--- src/rtl/sysarray_tile_scheduler_if.sv ---
// Command channel between the tile scheduler and one AXI channel engine:
// a valid/ready command (address + byte count) and a completion pulse.
interface sysarray_tile_scheduler_if #(
  parameter int C_ADDR_WIDTH      = 64,
  parameter int C_XFER_SIZE_WIDTH = 32
);
  logic                         cmd_valid;
  logic                         cmd_ready;
  logic [C_ADDR_WIDTH-1:0]      cmd_addr;
  logic [C_XFER_SIZE_WIDTH-1:0] cmd_size;
  logic                         done;

  // scheduler side: issues commands, receives ready and completion
  modport master (
    output cmd_valid,
    output cmd_addr,
    output cmd_size,
    input  cmd_ready,
    input  done
  );

  // channel engine side
  modport slave (
    input  cmd_valid,
    input  cmd_addr,
    input  cmd_size,
    output cmd_ready,
    output done
  );
endinterface

--- src/rtl/sysarray_tile_scheduler.sv ---
// Tile-level sequencer for the systolic-array kernel. For each tile it loads
// the input tile (and the weight tile when a new one is needed), pulses the
// array start, stores the output tile, then advances the address cursors.
//
// state     | meaning
// ----------+--------------------------------------------------------------
// S_IDLE    | no run; waiting for ap_start
// S_LOAD    | issue input/weight read commands, wait for both reads done
// S_COMPUTE | compute_start pulsed on entry, waiting for compute_done
// S_STORE   | output write command issued, waiting for handshake and done
// S_NEXT    | advance tile index, cursors and weight-reuse counter
// S_FINISH  | end of run; ap_done pulse follows
module sysarray_tile_scheduler #(
  parameter int C_ADDR_WIDTH      = 64,
  parameter int C_XFER_SIZE_WIDTH = 32,
  parameter int C_TILE_BYTES      = 16384
) (
  input  logic                     ap_clk,
  input  logic                     areset,
  input  logic                     ap_start,
  output logic                     ap_idle,
  output logic                     ap_done,
  input  logic [31:0]              num_tiles,
  input  logic [31:0]              weight_reuse,
  input  logic [C_ADDR_WIDTH-1:0]  input_base,
  input  logic [C_ADDR_WIDTH-1:0]  weight_base,
  input  logic [C_ADDR_WIDTH-1:0]  output_base,
  sysarray_tile_scheduler_if.master rd0,
  sysarray_tile_scheduler_if.master rd1,
  sysarray_tile_scheduler_if.master wr2,
  output logic                     compute_start,
  input  logic                     compute_done
);

  localparam logic [C_ADDR_WIDTH-1:0]      TILE_A = C_ADDR_WIDTH'(C_TILE_BYTES);
  localparam logic [C_XFER_SIZE_WIDTH-1:0] TILE_S = C_XFER_SIZE_WIDTH'(C_TILE_BYTES);

  typedef enum logic [2:0] {
    S_IDLE,
    S_LOAD,
    S_COMPUTE,
    S_STORE,
    S_NEXT,
    S_FINISH
  } state_t;

  state_t                       r_state;
  logic [31:0]                  r_num_tiles;
  logic [31:0]                  r_weight_reuse;
  logic [31:0]                  r_tile_idx;
  logic [31:0]                  r_reuse_cnt;
  logic                         r_need_w;
  logic                         r_load_issued;
  logic                         r_rd0_done_f;
  logic                         r_rd1_done_f;
  logic [C_ADDR_WIDTH-1:0]      r_in_cur;
  logic [C_ADDR_WIDTH-1:0]      r_w_cur;
  logic [C_ADDR_WIDTH-1:0]      r_out_cur;

  logic                         r_rd0_valid;
  logic [C_ADDR_WIDTH-1:0]      r_rd0_addr;
  logic [C_XFER_SIZE_WIDTH-1:0] r_rd0_size;
  logic                         r_rd1_valid;
  logic [C_ADDR_WIDTH-1:0]      r_rd1_addr;
  logic [C_XFER_SIZE_WIDTH-1:0] r_rd1_size;
  logic                         r_wr2_valid;
  logic [C_ADDR_WIDTH-1:0]      r_wr2_addr;
  logic [C_XFER_SIZE_WIDTH-1:0] r_wr2_size;
  logic                         r_compute_start;
  logic                         r_ap_done;
  logic                         r_ap_idle;

  logic                         w_rd0_fire;
  logic                         w_rd1_fire;
  logic                         w_wr2_fire;
  logic                         w_rd0_got;
  logic                         w_rd1_got;
  logic                         w_wr2_got;
  logic [31:0]                  w_tile_nxt;
  logic [31:0]                  w_reuse_nxt;
  logic                         w_w_step;

  // handshakes; a completion counts only once its command has been accepted
  // (or is being accepted this cycle), so early strays cannot end a phase
  assign w_rd0_fire  = r_rd0_valid & rd0.cmd_ready;
  assign w_rd1_fire  = r_rd1_valid & rd1.cmd_ready;
  assign w_wr2_fire  = r_wr2_valid & wr2.cmd_ready;
  assign w_rd0_got   = r_rd0_done_f | (rd0.done & (~r_rd0_valid | w_rd0_fire));
  assign w_rd1_got   = r_rd1_done_f | (rd1.done & (~r_rd1_valid | w_rd1_fire));
  assign w_wr2_got   = wr2.done & (~r_wr2_valid | w_wr2_fire);
  assign w_tile_nxt  = r_tile_idx + 32'd1;
  assign w_reuse_nxt = r_reuse_cnt + 32'd1;
  assign w_w_step    = (r_weight_reuse != 32'd0) && (w_reuse_nxt == r_weight_reuse);

  assign rd0.cmd_valid = r_rd0_valid;
  assign rd0.cmd_addr  = r_rd0_addr;
  assign rd0.cmd_size  = r_rd0_size;
  assign rd1.cmd_valid = r_rd1_valid;
  assign rd1.cmd_addr  = r_rd1_addr;
  assign rd1.cmd_size  = r_rd1_size;
  assign wr2.cmd_valid = r_wr2_valid;
  assign wr2.cmd_addr  = r_wr2_addr;
  assign wr2.cmd_size  = r_wr2_size;
  assign compute_start = r_compute_start;
  assign ap_done       = r_ap_done;
  assign ap_idle       = r_ap_idle;

  // tile sequencer with registered command, pulse and status outputs
  always_ff @(posedge ap_clk) begin
    if (areset) begin
      r_state         <= S_IDLE;
      r_num_tiles     <= '0;
      r_weight_reuse  <= '0;
      r_tile_idx      <= '0;
      r_reuse_cnt     <= '0;
      r_need_w        <= 1'b0;
      r_load_issued   <= 1'b0;
      r_rd0_done_f    <= 1'b0;
      r_rd1_done_f    <= 1'b0;
      r_in_cur        <= '0;
      r_w_cur         <= '0;
      r_out_cur       <= '0;
      r_rd0_valid     <= 1'b0;
      r_rd0_addr      <= '0;
      r_rd0_size      <= '0;
      r_rd1_valid     <= 1'b0;
      r_rd1_addr      <= '0;
      r_rd1_size      <= '0;
      r_wr2_valid     <= 1'b0;
      r_wr2_addr      <= '0;
      r_wr2_size      <= '0;
      r_compute_start <= 1'b0;
      r_ap_done       <= 1'b0;
      r_ap_idle       <= 1'b1;
    end else begin
      r_compute_start <= 1'b0;
      r_ap_done       <= 1'b0;

      // each command drops the cycle after it is accepted
      if (w_rd0_fire) r_rd0_valid <= 1'b0;
      if (w_rd1_fire) r_rd1_valid <= 1'b0;
      if (w_wr2_fire) r_wr2_valid <= 1'b0;

      case (r_state)
        S_IDLE: begin
          if (ap_start) begin
            r_num_tiles    <= num_tiles;
            r_weight_reuse <= weight_reuse;
            r_in_cur       <= input_base;
            r_w_cur        <= weight_base;
            r_out_cur      <= output_base;
            r_tile_idx     <= '0;
            r_reuse_cnt    <= '0;
            r_need_w       <= 1'b1;
            r_load_issued  <= 1'b0;
            r_rd0_done_f   <= 1'b0;
            r_rd1_done_f   <= 1'b0;
            r_ap_idle      <= 1'b0;
            r_state        <= (num_tiles == 32'd0) ? S_FINISH : S_LOAD;
          end
        end

        S_LOAD: begin
          if (!r_load_issued) begin
            r_load_issued <= 1'b1;
            r_rd0_valid   <= 1'b1;
            r_rd0_addr    <= r_in_cur;
            r_rd0_size    <= TILE_S;
            // weights still resident: treat the weight read as already done
            r_rd1_done_f  <= ~r_need_w;
            if (r_need_w) begin
              r_rd1_valid <= 1'b1;
              r_rd1_addr  <= r_w_cur;
              r_rd1_size  <= TILE_S;
            end
          end else begin
            if (w_rd0_got) r_rd0_done_f <= 1'b1;
            if (w_rd1_got) r_rd1_done_f <= 1'b1;
            if (w_rd0_got && w_rd1_got) begin
              r_compute_start <= 1'b1;
              r_state         <= S_COMPUTE;
            end
          end
        end

        S_COMPUTE: begin
          if (compute_done) begin
            r_wr2_valid <= 1'b1;
            r_wr2_addr  <= r_out_cur;
            r_wr2_size  <= TILE_S;
            r_state     <= S_STORE;
          end
        end

        S_STORE: begin
          if (w_wr2_got) r_state <= S_NEXT;
        end

        S_NEXT: begin
          r_tile_idx    <= w_tile_nxt;
          r_in_cur      <= r_in_cur + TILE_A;
          r_out_cur     <= r_out_cur + TILE_A;
          r_load_issued <= 1'b0;
          r_rd0_done_f  <= 1'b0;
          r_rd1_done_f  <= 1'b0;
          if (w_w_step) begin
            r_reuse_cnt <= '0;
            r_w_cur     <= r_w_cur + TILE_A;
            r_need_w    <= 1'b1;
          end else begin
            r_reuse_cnt <= w_reuse_nxt;
            r_need_w    <= 1'b0;
          end
          r_state <= (w_tile_nxt == r_num_tiles) ? S_FINISH : S_LOAD;
        end

        S_FINISH: begin
          r_ap_done <= 1'b1;
          r_ap_idle <= 1'b1;
          r_state   <= S_IDLE;
        end

        default: r_state <= S_IDLE;
      endcase
    end
  end

endmodule

--- src/flat_wrapper.sv ---
// flat-port wrapper written by rule: the top's interface ports become plain ports
module sysarray_tile_scheduler_flat 
#(
  parameter int C_ADDR_WIDTH      = 64,
  parameter int C_XFER_SIZE_WIDTH = 32,
  parameter int C_TILE_BYTES      = 16384
)
  (ap_clk, areset, ap_start, ap_idle, ap_done, num_tiles, weight_reuse, input_base, weight_base, output_base, compute_start, compute_done, rd0_cmd_valid, rd0_cmd_addr, rd0_cmd_size, rd0_cmd_ready, rd0_done, rd1_cmd_valid, rd1_cmd_addr, rd1_cmd_size, rd1_cmd_ready, rd1_done, wr2_cmd_valid, wr2_cmd_addr, wr2_cmd_size, wr2_cmd_ready, wr2_done);
  sysarray_tile_scheduler_if #(.C_ADDR_WIDTH(C_ADDR_WIDTH), .C_XFER_SIZE_WIDTH(C_XFER_SIZE_WIDTH)) rd0_i ();
  sysarray_tile_scheduler_if #(.C_ADDR_WIDTH(C_ADDR_WIDTH), .C_XFER_SIZE_WIDTH(C_XFER_SIZE_WIDTH)) rd1_i ();
  sysarray_tile_scheduler_if #(.C_ADDR_WIDTH(C_ADDR_WIDTH), .C_XFER_SIZE_WIDTH(C_XFER_SIZE_WIDTH)) wr2_i ();
  input  logic ap_clk;
  input  logic areset;
  input  logic ap_start;
  output logic ap_idle;
  output logic ap_done;
  input  logic [31:0] num_tiles;
  input  logic [31:0] weight_reuse;
  input  logic [C_ADDR_WIDTH-1:0] input_base;
  input  logic [C_ADDR_WIDTH-1:0] weight_base;
  input  logic [C_ADDR_WIDTH-1:0] output_base;
  output logic compute_start;
  input  logic compute_done;
  output wire logic [$bits(rd0_i.cmd_valid)-1:0] rd0_cmd_valid;
  output wire logic [$bits(rd0_i.cmd_addr)-1:0] rd0_cmd_addr;
  output wire logic [$bits(rd0_i.cmd_size)-1:0] rd0_cmd_size;
  input wire logic [$bits(rd0_i.cmd_ready)-1:0] rd0_cmd_ready;
  input wire logic [$bits(rd0_i.done)-1:0] rd0_done;
  output wire logic [$bits(rd1_i.cmd_valid)-1:0] rd1_cmd_valid;
  output wire logic [$bits(rd1_i.cmd_addr)-1:0] rd1_cmd_addr;
  output wire logic [$bits(rd1_i.cmd_size)-1:0] rd1_cmd_size;
  input wire logic [$bits(rd1_i.cmd_ready)-1:0] rd1_cmd_ready;
  input wire logic [$bits(rd1_i.done)-1:0] rd1_done;
  output wire logic [$bits(wr2_i.cmd_valid)-1:0] wr2_cmd_valid;
  output wire logic [$bits(wr2_i.cmd_addr)-1:0] wr2_cmd_addr;
  output wire logic [$bits(wr2_i.cmd_size)-1:0] wr2_cmd_size;
  input wire logic [$bits(wr2_i.cmd_ready)-1:0] wr2_cmd_ready;
  input wire logic [$bits(wr2_i.done)-1:0] wr2_done;
  assign rd0_cmd_valid = rd0_i.cmd_valid;
  assign rd0_cmd_addr = rd0_i.cmd_addr;
  assign rd0_cmd_size = rd0_i.cmd_size;
  assign rd0_i.cmd_ready = rd0_cmd_ready;
  assign rd0_i.done = rd0_done;
  assign rd1_cmd_valid = rd1_i.cmd_valid;
  assign rd1_cmd_addr = rd1_i.cmd_addr;
  assign rd1_cmd_size = rd1_i.cmd_size;
  assign rd1_i.cmd_ready = rd1_cmd_ready;
  assign rd1_i.done = rd1_done;
  assign wr2_cmd_valid = wr2_i.cmd_valid;
  assign wr2_cmd_addr = wr2_i.cmd_addr;
  assign wr2_cmd_size = wr2_i.cmd_size;
  assign wr2_i.cmd_ready = wr2_cmd_ready;
  assign wr2_i.done = wr2_done;
  sysarray_tile_scheduler #(.C_ADDR_WIDTH(C_ADDR_WIDTH), .C_XFER_SIZE_WIDTH(C_XFER_SIZE_WIDTH), .C_TILE_BYTES(C_TILE_BYTES)) u_core (.ap_clk(ap_clk), .areset(areset), .ap_start(ap_start), .ap_idle(ap_idle), .ap_done(ap_done), .num_tiles(num_tiles), .weight_reuse(weight_reuse), .input_base(input_base), .weight_base(weight_base), .output_base(output_base), .rd0(rd0_i), .rd1(rd1_i), .wr2(wr2_i), .compute_start(compute_start), .compute_done(compute_done));
endmodule
--- config.mk ---
export PLATFORM = sky130hd
export DESIGN_NAME = sysarray_tile_scheduler_flat
export DESIGN_NICKNAME = d
export VERILOG_FILES = /design/src/rtl/sysarray_tile_scheduler_if.sv /design/src/rtl/sysarray_tile_scheduler.sv /design/src/flat_wrapper.sv
export SDC_FILE = /design/constraint.sdc
export NUM_CORES = 1
export LEC_CHECK = 0
export ABC_CLOCK_PERIOD_IN_PS = 9600
export CAP_MARGIN = 5
export CORE_ASPECT_RATIO = 1.5
export CORE_MARGIN = 3
export CORE_UTILIZATION = 55
export CTS_CLUSTER_SIZE = 8
export DETAILED_ROUTE_END_ITERATION = 8
export GPL_TIMING_DRIVEN = 1
export HOLD_SLACK_MARGIN = 0.06
export PLACE_DENSITY_LB_ADDON = 0.2
export SLEW_MARGIN = 40
export SYNTH_ARGS = -nofsm -noshare
export SYNTH_HDL_FRONTEND = slang
export SYNTH_SLANG_ARGS = --single-unit
--- constraint.sdc ---
create_clock -name ap_clk -period 9.6 [get_ports ap_clk]
set_input_delay 1.44 -clock ap_clk [delete_from_list [all_inputs] [get_ports ap_clk]]
set_output_delay 1.44 -clock ap_clk [all_outputs]
set_load 0.01 [all_outputs]
==> out/summary.txt <==
run status - finished clean
final worst slack - 5.11 ns
FFs w/ async S/R, synth - 0%
Comb pwr share - 12.6%
Clock Pin Slew Worst Setup and Hold Paths - 0.05 ns
Skew-Pair Late Insertion Delay - 0.59 ns
Slew @ Worst Pin - 0.868 ns
post-CTS sizing - 0
CP arrival - 4.97 ns
first-pass GRT wire length - 136 mm
H-tree Lvls - 3
clock power share - 42.9%
fin crit period - 4.49 ns
final antenna-violating net count - 0
Routed WL per cell - 20.2 um
I/O pin count - 560
port bufs - 466
Post-synth EDFFs - 0
worst hold-check path type - reg2reg
chip height - 270 um
largest net degree at the start of global routing - 108
# hold bufs at CTS - 0
Pint - 4.01 mW
post-DP HPWL - 59.9 mm
syn_area_per_cell - 7.44 um2
P per Cell Area - 172 nW/um2
die area - 49000 um2
Sw Pwr - 1.48 mW
critical path class - reg2reg
# clock sinks - 528
Yosys cell types - 80
sw frac - 27.0%
DR vias - 26.4k
# DRC - 0
design area - 31900 um2
max cap viols - 0
ys flop type - dfxtp_1
Data required, critical path - 10.08 ns
Starting DRT DRC Count - 2559
vias per cell - 6.11
Setup violations, final - 0
RSZ-0062 raised after global routing - false
Clock Tree Buf Depth - 3
GRT Overall Usage - 33.7%
synth cell count leaders - nand2_1, a21oi_1, dfxtp_1
static leakage - 10.8 nW
CTS tree - yes
Ys Warns - 0
Core Region - 45300 um2
share of the synthesized area in the top cell type - 41.5%
Seq pwr share - 44.5%
Max Clk Rate - 223 MHz
Post-Syn Area - 25500 um2
Root Driver - clkbuf_16
fillers - 3708
Post-Route Setup TNS - 0 ns
initial antenna violation count - 14
Place WS - 4.57 ns
most frequent cell after synthesis - nand2_1
Final Cycle Share - 46.7%
Initial Utilization - 56.2%
placed cell areas - 29800 um2
post-CTS setup buffers - 0
first drt pass iteration count - 7
worst clock skew - 0.0210 ns
synth top area cells - dfxtp_1, nand2_1, a21oi_1
nets - 4000
GR Overflow Total - 0
Site Rows - 95
Yosys reg bits - 528
Area Overhead vs Synth - 25.1%
Final Util - 70.3%
biggest area consumer among synthesized cells - dfxtp_1
TritonCTS buffer count - 75
Die X - 182 um
gpl congestion - 0.936
Worst setup SP type - flip-flop
vias in the first global route - 25.6k
area occupied by multi-input gates - 13500 um2
Seq. cell area - 10600 um2
slew margin rel. - 41.9%
Peak VDD IR - 133 uV
Critical Path Sink Type - flip-flop
Slew Viols, Final - 0
share of post-route cells with drive strength above 1 - 3.99%
Total Routed Length - 87.6 mm
worst-path fanout max - 47
Seq/Total Area, Yosys - 41.5%
Mapped Cells - 3421
final hold violation count - 0
-- flip-flops by register name, indices dropped and copies added (netlist names), 64 cells and up --
| signal | flops |
|---|---|
| u_core.rd0.cmd_addr | 64 |
| u_core.r_w_cur | 64 |
| u_core.rd1.cmd_addr | 64 |
| u_core.wr2.cmd_addr | 64 |
| u_core.r_out_cur | 64 |
| u_core.r_in_cur | 64 |
-- layout by cell type (no fill, tap or decap), types with 48 or more instances in the layout --
master             n
o21ai_0          101
nor3_1            77
clkdlybuf4s50_1  465
nand4_1           70
clkbuf_16         77
nor4_1            52
conb_1            93
nand3_1           93
a21oi_1          532
nor2_1           196
a22oi_1           48
dfxtp_1          528
nand2_1          808
a31oi_1           60
xnor2_1           78
-- routing by layer --
metal / wire length, um / part of all wire (%) / GRT usage [%] / up-vias
li1: - / - / - / 12400
met1: 31500 / 36 / 36.9 / 12500
met2: 43300 / 49 / 58.1 / 1219
met3: 7100 / 8.1 / 8.43 / 293
met4: 5600 / 6.4 / 20.8 / 4
met5: 29 / 0.033 / 0 / -
-- power by group through the flow --
stage               Clock, mW  Sequential, mW  Combinational (mW)
detailed placement          0            2.48               0.677
CTS                      2.38            2.44               0.683
finish                   2.35            2.44               0.692
global route             2.46            2.45               0.752
global placement            0            2.47               0.660
floorplan                   0            2.44               0.433
-- layout make-up --
type | count | share of cell area, %
flip-flops and latches | 528 | 33.2
well taps | 582 | 2.29
diodes | 12 | 0.0943
multi-input cells | 2609 | 42.5
repair buffers | 489 | 15.4
clock buffers | 77 | 6.05
clock inverters | 4 | 0.192
inverters | 26 | 0.314
-- cells by family (layout without fill, tap and decap cells) --
group,Yosys count,in the layout,synth area share [%]
buffers and inverters,376,596,7.05
DFF,528,528,41.5
adders and majority gates,5,5,0.246
AOI/OAI and AO/OA,901,901,20.6
xor gates and xnor gates,113,113,3.95
other,1,105,0.0147
muxes,5,5,0.197
and+or+nand+nor,1492,1492,26.5
-- path summary, 6_finish.rpt --
path                                       from                                   to  slack (ns)  depth (start not counted)
max          u_core.r_reuse_cnt[3]$_SDFFE_PP0P_      u_core.r_w_cur[33]$_SDFFE_PP0P_        5.11                         12
max reg2reg  u_core.r_reuse_cnt[3]$_SDFFE_PP0P_      u_core.r_w_cur[33]$_SDFFE_PP0P_        5.11                         12
min reg2reg     u_core.r_in_cur[2]$_SDFFE_PP0P_  u_core.rd0.cmd_addr[2]$_SDFFE_PP0P_        0.45                          2
min             u_core.r_in_cur[2]$_SDFFE_PP0P_  u_core.rd0.cmd_addr[2]$_SDFFE_PP0P_        0.45                          2
-- critical path, stage by stage (launching register included) --
cell and delay [ns]:
dfxtp_1 0.51, and4_1 0.69, and4_1 0.66, nand2_1 0.27, o211a_1 0.28, o211ai_1 0.23
nor4_2 0.08, buf_4 0.20, a21oi_4 0.38, buf_8 0.24, buf_4 0.43, nor2_1 0.10
o221a_2 0.27
-- stage by stage --
stage	hold slack, ns	std cells	total power [mW]
3_3_place_gp	0.436	4232	3.13
6_report	0.448	4327	5.49
5_1_grt	0.471	4325	5.66
2_1_floorplan	0.432	3513	2.87
3_5_place_dp	0.446	4233	3.16
4_1_cts	0.452	4314	5.50
Power figures use the tool's default switching activity.
